**config.mk**
```make
export PLATFORM = sky130hd
export DESIGN_NAME = top_app
export DESIGN_NICKNAME = d
export VERILOG_FILES = /design/src/rtl/top_app_pkg.sv /design/src/rtl/app_mem.sv /design/src/rtl/top_app.sv
export SDC_FILE = /design/constraint.sdc
export NUM_CORES = 1
export LEC_CHECK = 0
export ABC_AREA = 1
export ABC_CLOCK_PERIOD_IN_PS = 3700
export CORE_MARGIN = 2
export CORE_UTILIZATION = 55
export DETAILED_ROUTE_END_ITERATION = 10
export PLACE_DENSITY = 0.82
export SYNTH_ARGS = -nofsm -noshare
export SYNTH_HDL_FRONTEND = slang
export SYNTH_SLANG_ARGS = --single-unit
```
**constraint.sdc**
```tcl
create_clock -name i_clk -period 3.7 [get_ports i_clk]
set_input_delay 0.74 -clock i_clk [delete_from_list [all_inputs] [get_ports i_clk]]
set_output_delay 0.74 -clock i_clk [all_outputs]
set_load 0.05 [all_outputs]
```
**src/rtl/top_app_pkg.sv**
```systemverilog
// top_app_pkg: shared widths and FSM state encoding for the dedup streamer
package top_app_pkg;
  localparam int DATA_W = 8;
  localparam int ADDR_W = 8;
  localparam int DEPTH  = 1 << ADDR_W;
  typedef enum logic [2:0] {
    RD_LEN, LAT_LEN, RD_ELEM, CHECK, OUT, NEXT, REPORT, DONE
  } state_t;
endpackage

```
**src/rtl/app_mem.sv**
```systemverilog
// app_mem: 256x8 array with synchronous, 1-cycle read and an optional write port
module app_mem
  import top_app_pkg::*;
(
  input  logic              i_clk,
  input  logic              i_re,
  input  logic              i_we,
  input  logic [ADDR_W-1:0] i_addr,
  input  logic [DATA_W-1:0] i_wdata,
  output logic [DATA_W-1:0] o_rdata
);
  logic [DATA_W-1:0] mem [0:DEPTH-1];
  // write when enabled, register read data one cycle after the address
  always_ff @(posedge i_clk) begin
    if (i_we) mem[i_addr] <= i_wdata;
    if (i_re) o_rdata <= mem[i_addr];
  end
endmodule

```
**src/rtl/top_app.sv**
```systemverilog
// top_app: streams the first occurrence of each byte of a length-prefixed memory list
module top_app
  import top_app_pkg::*;
(
  input  logic              i_clk,
  input  logic              i_resetn,
  input  logic              i_ready,
  output logic              o_valid,
  output logic [DATA_W-1:0] o_data,
  output logic              o_repeats_valid,
  output logic [7:0]        o_repeats,
  output logic              o_done
);
  state_t             r_state, w_next;
  logic [DEPTH-1:0]   r_seen;
  logic [7:0]         r_idx, r_n, r_rep;
  logic [DATA_W-1:0]  r_data, w_rdata;
  logic [ADDR_W-1:0]  w_addr;
  logic               w_re;

  assign w_addr = (r_state == RD_ELEM) ? r_idx : '0;
  assign w_re   = (r_state == RD_LEN) || (r_state == RD_ELEM);

  app_mem mem_inst (
    .i_clk   (i_clk),
    .i_re    (w_re),
    .i_we    (1'b0),
    .i_addr  (w_addr),
    .i_wdata ('0),
    .o_rdata (w_rdata)
  );

  // state register
  always_ff @(posedge i_clk or negedge i_resetn)
    if (!i_resetn) r_state <= RD_LEN;
    else r_state <= w_next;

  // next-state logic; DONE is terminal until reset
  always_comb begin
    w_next = r_state;
    case (r_state)
      RD_LEN:  w_next = LAT_LEN;
      LAT_LEN: w_next = (w_rdata == '0) ? REPORT : RD_ELEM;
      RD_ELEM: w_next = CHECK;
      CHECK:   w_next = r_seen[w_rdata] ? NEXT : OUT;
      OUT:     w_next = i_ready ? NEXT : OUT;
      NEXT:    w_next = (r_idx == r_n) ? REPORT : RD_ELEM;
      REPORT:  w_next = DONE;
      default: w_next = DONE;
    endcase
  end

  // length, index, bitmap, repeat count and output data
  always_ff @(posedge i_clk or negedge i_resetn)
    if (!i_resetn) begin
      r_n    <= '0;
      r_idx  <= '0;
      r_rep  <= '0;
      r_seen <= '0;
      r_data <= '0;
    end else begin
      if (r_state == LAT_LEN) begin
        r_n   <= w_rdata;
        r_idx <= 8'd1;
      end
      if (r_state == NEXT && r_idx != r_n) r_idx <= r_idx + 8'd1;
      if (r_state == CHECK) begin
        if (r_seen[w_rdata]) r_rep <= r_rep + 8'd1;
        else begin
          r_seen[w_rdata] <= 1'b1;
          r_data          <= w_rdata;
        end
      end
    end

  // outputs decoded from the current state
  always_comb begin
    o_valid         = (r_state == OUT);
    o_repeats_valid = (r_state == REPORT);
    o_done          = (r_state == DONE);
  end

  assign o_data    = r_data;
  assign o_repeats = r_rep;
endmodule

```
Word level (Yosys, flattened, before mapping)
Cells that the tools add are included.

storage, ports and cells
  bits in registers = 299
  input bits = 3

operators by class
  add/sub/neg operators = 2
  $lt $le $gt $ge = 2
  equal/unequal tests = 9
  muxes and demuxes = 11
  bitwise operators = 2
  reductions and logical operators = 8

operator list
  cell                                                                                  number
  256-bit bitwise OR                                                                    1
  3-bit one-hot mux with 6 select lines                                                 1
  8-bit by 1-bit adder with 8-bit output (second input constant)                        2
  8-bit 2-to-1 mux                                                                      2
  3-bit equality test (second input constant)                                           4
  8-bit by 9-bit less-than comparator with 1-bit output (second input constant)         1
  1-bit binary-select mux with 8-bit select                                             1
  1-bit demux with 8-bit select                                                         1
  8-bit equality test                                                                   1
  8-bit by 1-bit greater-or-equal comparator with 1-bit output (second input constant)  1
  8-bit logical NOT                                                                     1
  8-bit != test                                                                         1
  3-bit by 2-bit equality test with 1-bit output (second input constant)                2
  3-bit 2-to-1 mux                                                                      2
  1-bit 2-to-1 mux                                                                      4
  2-bit AND reduction                                                                   2
  3-bit by 1-bit equality test with 1-bit output (second input constant)                1
  3-bit logical NOT                                                                     1
  1-bit logical AND                                                                     2
  2-bit nonzero test                                                                    1
  1-bit logical OR                                                                      1
  1-bit inverter                                                                        1

Longest topological paths before layout
  word-level depth = 5
  gate-level depth with buffers = 8
  mapped depth without buffers = 8

By module
A second synthesis with hierarchy kept.

unflattened totals
  cell total of the unflattened synthesis = 10324
  area, all modules = 102069.1 µm²

by module, submodules not included
  module   times used  cells each  area an instance (µm²)
  app_mem  1           8021        84936.5
  top_app  1           2303        17132.7

Worst setup path after synthesis
Ideal clock, no wire load.

  path type = reg-to-output
  start point = register r_state[0]
  end point = output o_valid
  data arrival time = 1.525 ns
  data required time = 2.960 ns
  setup slack = 1.435 ns
  cell stages (with the launch flop) = 2
  cell sequence = dfrtp_1 nor3_1

between the ends
  word-level cells in the longest chain between the ends = 1

RTL lines
  item                    RTL line       source
  start, declared         top_app.sv:14  state_t r_state, w_next;
  start signal, assigned  top_app.sv:36  else r_state <= w_next;
  3-bit equality test     top_app.sv:78  o_valid = (r_state == OUT);
  end, declared           top_app.sv:8   output logic o_valid,

No other way between the ends.

Worst setup path after layout
  start point = register r_state[2]
  end point = output o_valid

Same word-level chain as after synthesis.

==> flow_metrics.tcl <==
set metrics [dict create \
    nNetsFinal 189 \
    area_delta_synth_final_pct 13.2 \
    cts_setup_buffers 0 \
    clockRootBuffer "clkbuf_4" \
    start_kind "register" \
    fin_ws_ns 1.12 \
    route.detailed.drc 0 \
    min_path_type "register to register" \
    wl_per_cell_um 11.1 \
    ys_seq_area_share_pct 40.9 \
    cts_tree "yes" \
    numCtsBuffers 3 \
    synthCells 168 \
    grt_setup_unrepaired "no" \
    max_slew_margin_pct 41.5 \
    synth.distinct_cells 21 \
    layout_commonest_cell "nand2_1" \
    crit_path_max_fanout 5 \
    syn_area_per_cell_um2 7.28 \
    cts.reportedPaths.clkPinSlew_ns 0.12 \
    htreeDepth 1 \
    diodes 0 \
    cts_resized 0 \
    initial_utilization_pct 56.9 \
    num_rows 17 \
    dpl.hpwl_mm 1.72 \
    netlist_area_mm2 0.00122 \
    ys_warn_count 0 \
    fp.dieW_um 51.1 \
    synth_seq_cells 20 \
    drv_cap 0 \
    gp_congestion 0.857 \
    vdd_ir_drop_max_v 0.000431 \
    port_buffers 13 \
    grt_pass1_wl_mm 4.01 \
    post_dp_cell_area_mm2 0.00133 \
    cts_buffer_depth 2 \
    vias 1064 \
    setup_tns_ns 0 \
    skew_ns 0.00209 \
    clock_latency_ns 0.30 \
    min_period_ns 2.58 \
    drt_iter0_markers 18 \
    finalSetupViolCount 0 \
    fillers 192 \
    p_per_area_mw_per_mm2 704 \
    critPathCaptureType "primary output" \
    wl_mm 2.34 \
    drt_first_pass_iters 4 \
    crit_arrival_ns 1.84 \
    slew_violations 0 \
    final_cell_mix "58 x nand2_1, 20 x dfrtp_1, 19 x nor2_1, 19 x nand3_1, 18 x inv_1" \
    worst_pin_slew_ns 0.875 \
    leakage_nw 0.729 \
    final_area_mm2 0.00138 \
    critical_path_class "register to primary output" \
    grt_overflow 0 \
    cts_sinks 20 \
    place_ws_ns 1.48 \
    grt_max_degree 21 \
    cts_hold_buf 0 \
    post-route-period-util_pct 69.8 \
    layout-drive-gt1-share_pct 5.49 \
    finalCoreUtilization_pct 64.4 \
    grt_use_total_pct 20.0 \
    die_area_mm2 0.00262 \
    hold_viol_final 0 \
    grt_pass1_vias 961 \
    cp.required_ns 2.96 \
    power_mw 0.974 \
    status "complete, no violations" \
    antenna_found_initial 0 \
    dieHeight_um 51.1 \
    io_pins 22 \
    max_freq_mhz 387 \
    via_per_inst 5.07 \
    antenna_left 0 \
    core_mm2 0.00215 \
]
-- per-stage QoR --
| stage | std cells | hold WS [ns] |
|---|---|---|
| after floorplan | 175 | 0.444 |
| after global placement | 206 | 0.494 |
| after detailed placement | 206 | 0.482 |
| after CTS | 210 | 0.519 |
| after global routing | 210 | 0.554 |
| final | 210 | 0.523 |
-- registers in the layout, summed over array words and instances, names as in the netlist --
name	cells
o_repeats	8
r_idx	8
r_seen	1
r_state	3
-- cell usage after synthesis --
| master | n | area, um^2 |
|---|---|---|
| nand4_1 | 3 | 18.8 |
| nand3_1 | 19 | 95.1 |
| nand4_2 | 1 | 12.5 |
| inv_1 | 18 | 67.6 |
| nand3b_1 | 1 | 7.51 |
| buf_6 | 2 | 22.5 |
| o21ai_0 | 2 | 10.0 |
| conb_1 | 1 | 3.75 |
| dfrtp_1 | 20 | 500 |
| ha_1 | 3 | 37.5 |
| inv_2 | 2 | 7.51 |
| xor2_1 | 2 | 17.5 |
| nor3_1 | 1 | 5.00 |
| buf_4 | 8 | 60.1 |
| nor2_4 | 2 | 22.5 |
| nand2_1 | 58 | 218 |
| nor2_1 | 19 | 71.3 |
| o31ai_1 | 1 | 7.51 |
| a21oi_1 | 1 | 5.00 |
| xnor2_1 | 3 | 26.3 |
| nand2_2 | 1 | 6.26 |
-- layout make-up --
class	instances	area [um^2]	area share (%)
tap	28	35.0	2.53
multi-input combinational	125	591	42.7
clock buffer	3	22.5	1.63
sequential	20	500	36.2
inverter	20	75.1	5.42
timing repair buffer	13	130	9.40
clock inverter	1	30.0	2.17
-- path summary, 6_finish.rpt --
kind / from / to / slack (ns) / depth (start not counted)
max in group asynchronous: i_resetn / o_repeats[7]$_DFFE_PN0P_ / 2.25 / 1
hold / removal: r_seen[0]$_DFFE_PN0P_ / r_seen[0]$_DFFE_PN0P_ / 0.52 / 2
setup reg to reg: r_idx[0]$_DFFE_PN0P_ / r_idx[5]$_DFFE_PN0P_ / 2.20 / 8
min in group asynchronous: i_resetn / r_idx[6]$_DFFE_PN0P_ / 0.92 / 1
setup / recovery: r_state[2]$_DFF_PN0_ / o_valid / 1.12 / 3
hold reg to reg: r_seen[0]$_DFFE_PN0P_ / r_seen[0]$_DFFE_PN0P_ / 0.52 / 2
-- critical path, stage by stage, from the launching register on --
cell and delay [ns]:
dfrtp_1 0.44, inv_2 0.10, nor3_1 0.16, clkdlybuf4s50_1 0.84
-- per-layer routing --
metal	part of all wire, %	vias up	GRT usage (%)
met5	0	-	0
met4	0.51	0	6.76
met3	4.0	2	2.92
met2	49	26	32.7
met1	46	496	27.0
li1	-	540	-
-- where the power goes --
part / internal, mW / total, mW / switching [mW]
clock: 0.109 / 0.181 / 0.0716
combinational: 0.141 / 0.454 / 0.313
sequential: 0.268 / 0.339 / 0.0706
-- cell families after synthesis --
group | after synthesis | synth area share (%)
buffers and inverters | 30 | 12.9
flip-flops | 20 | 40.9
XOR/XNOR | 5 | 3.58
adder cells (fa/ha/maj) | 3 | 3.07
AND/OR/NAND/NOR | 105 | 37.4
AO/OA/AOI/OAI | 4 | 1.84
other | 1 | 0.307
No activity file was read; power rests on OpenSTA's default activity.
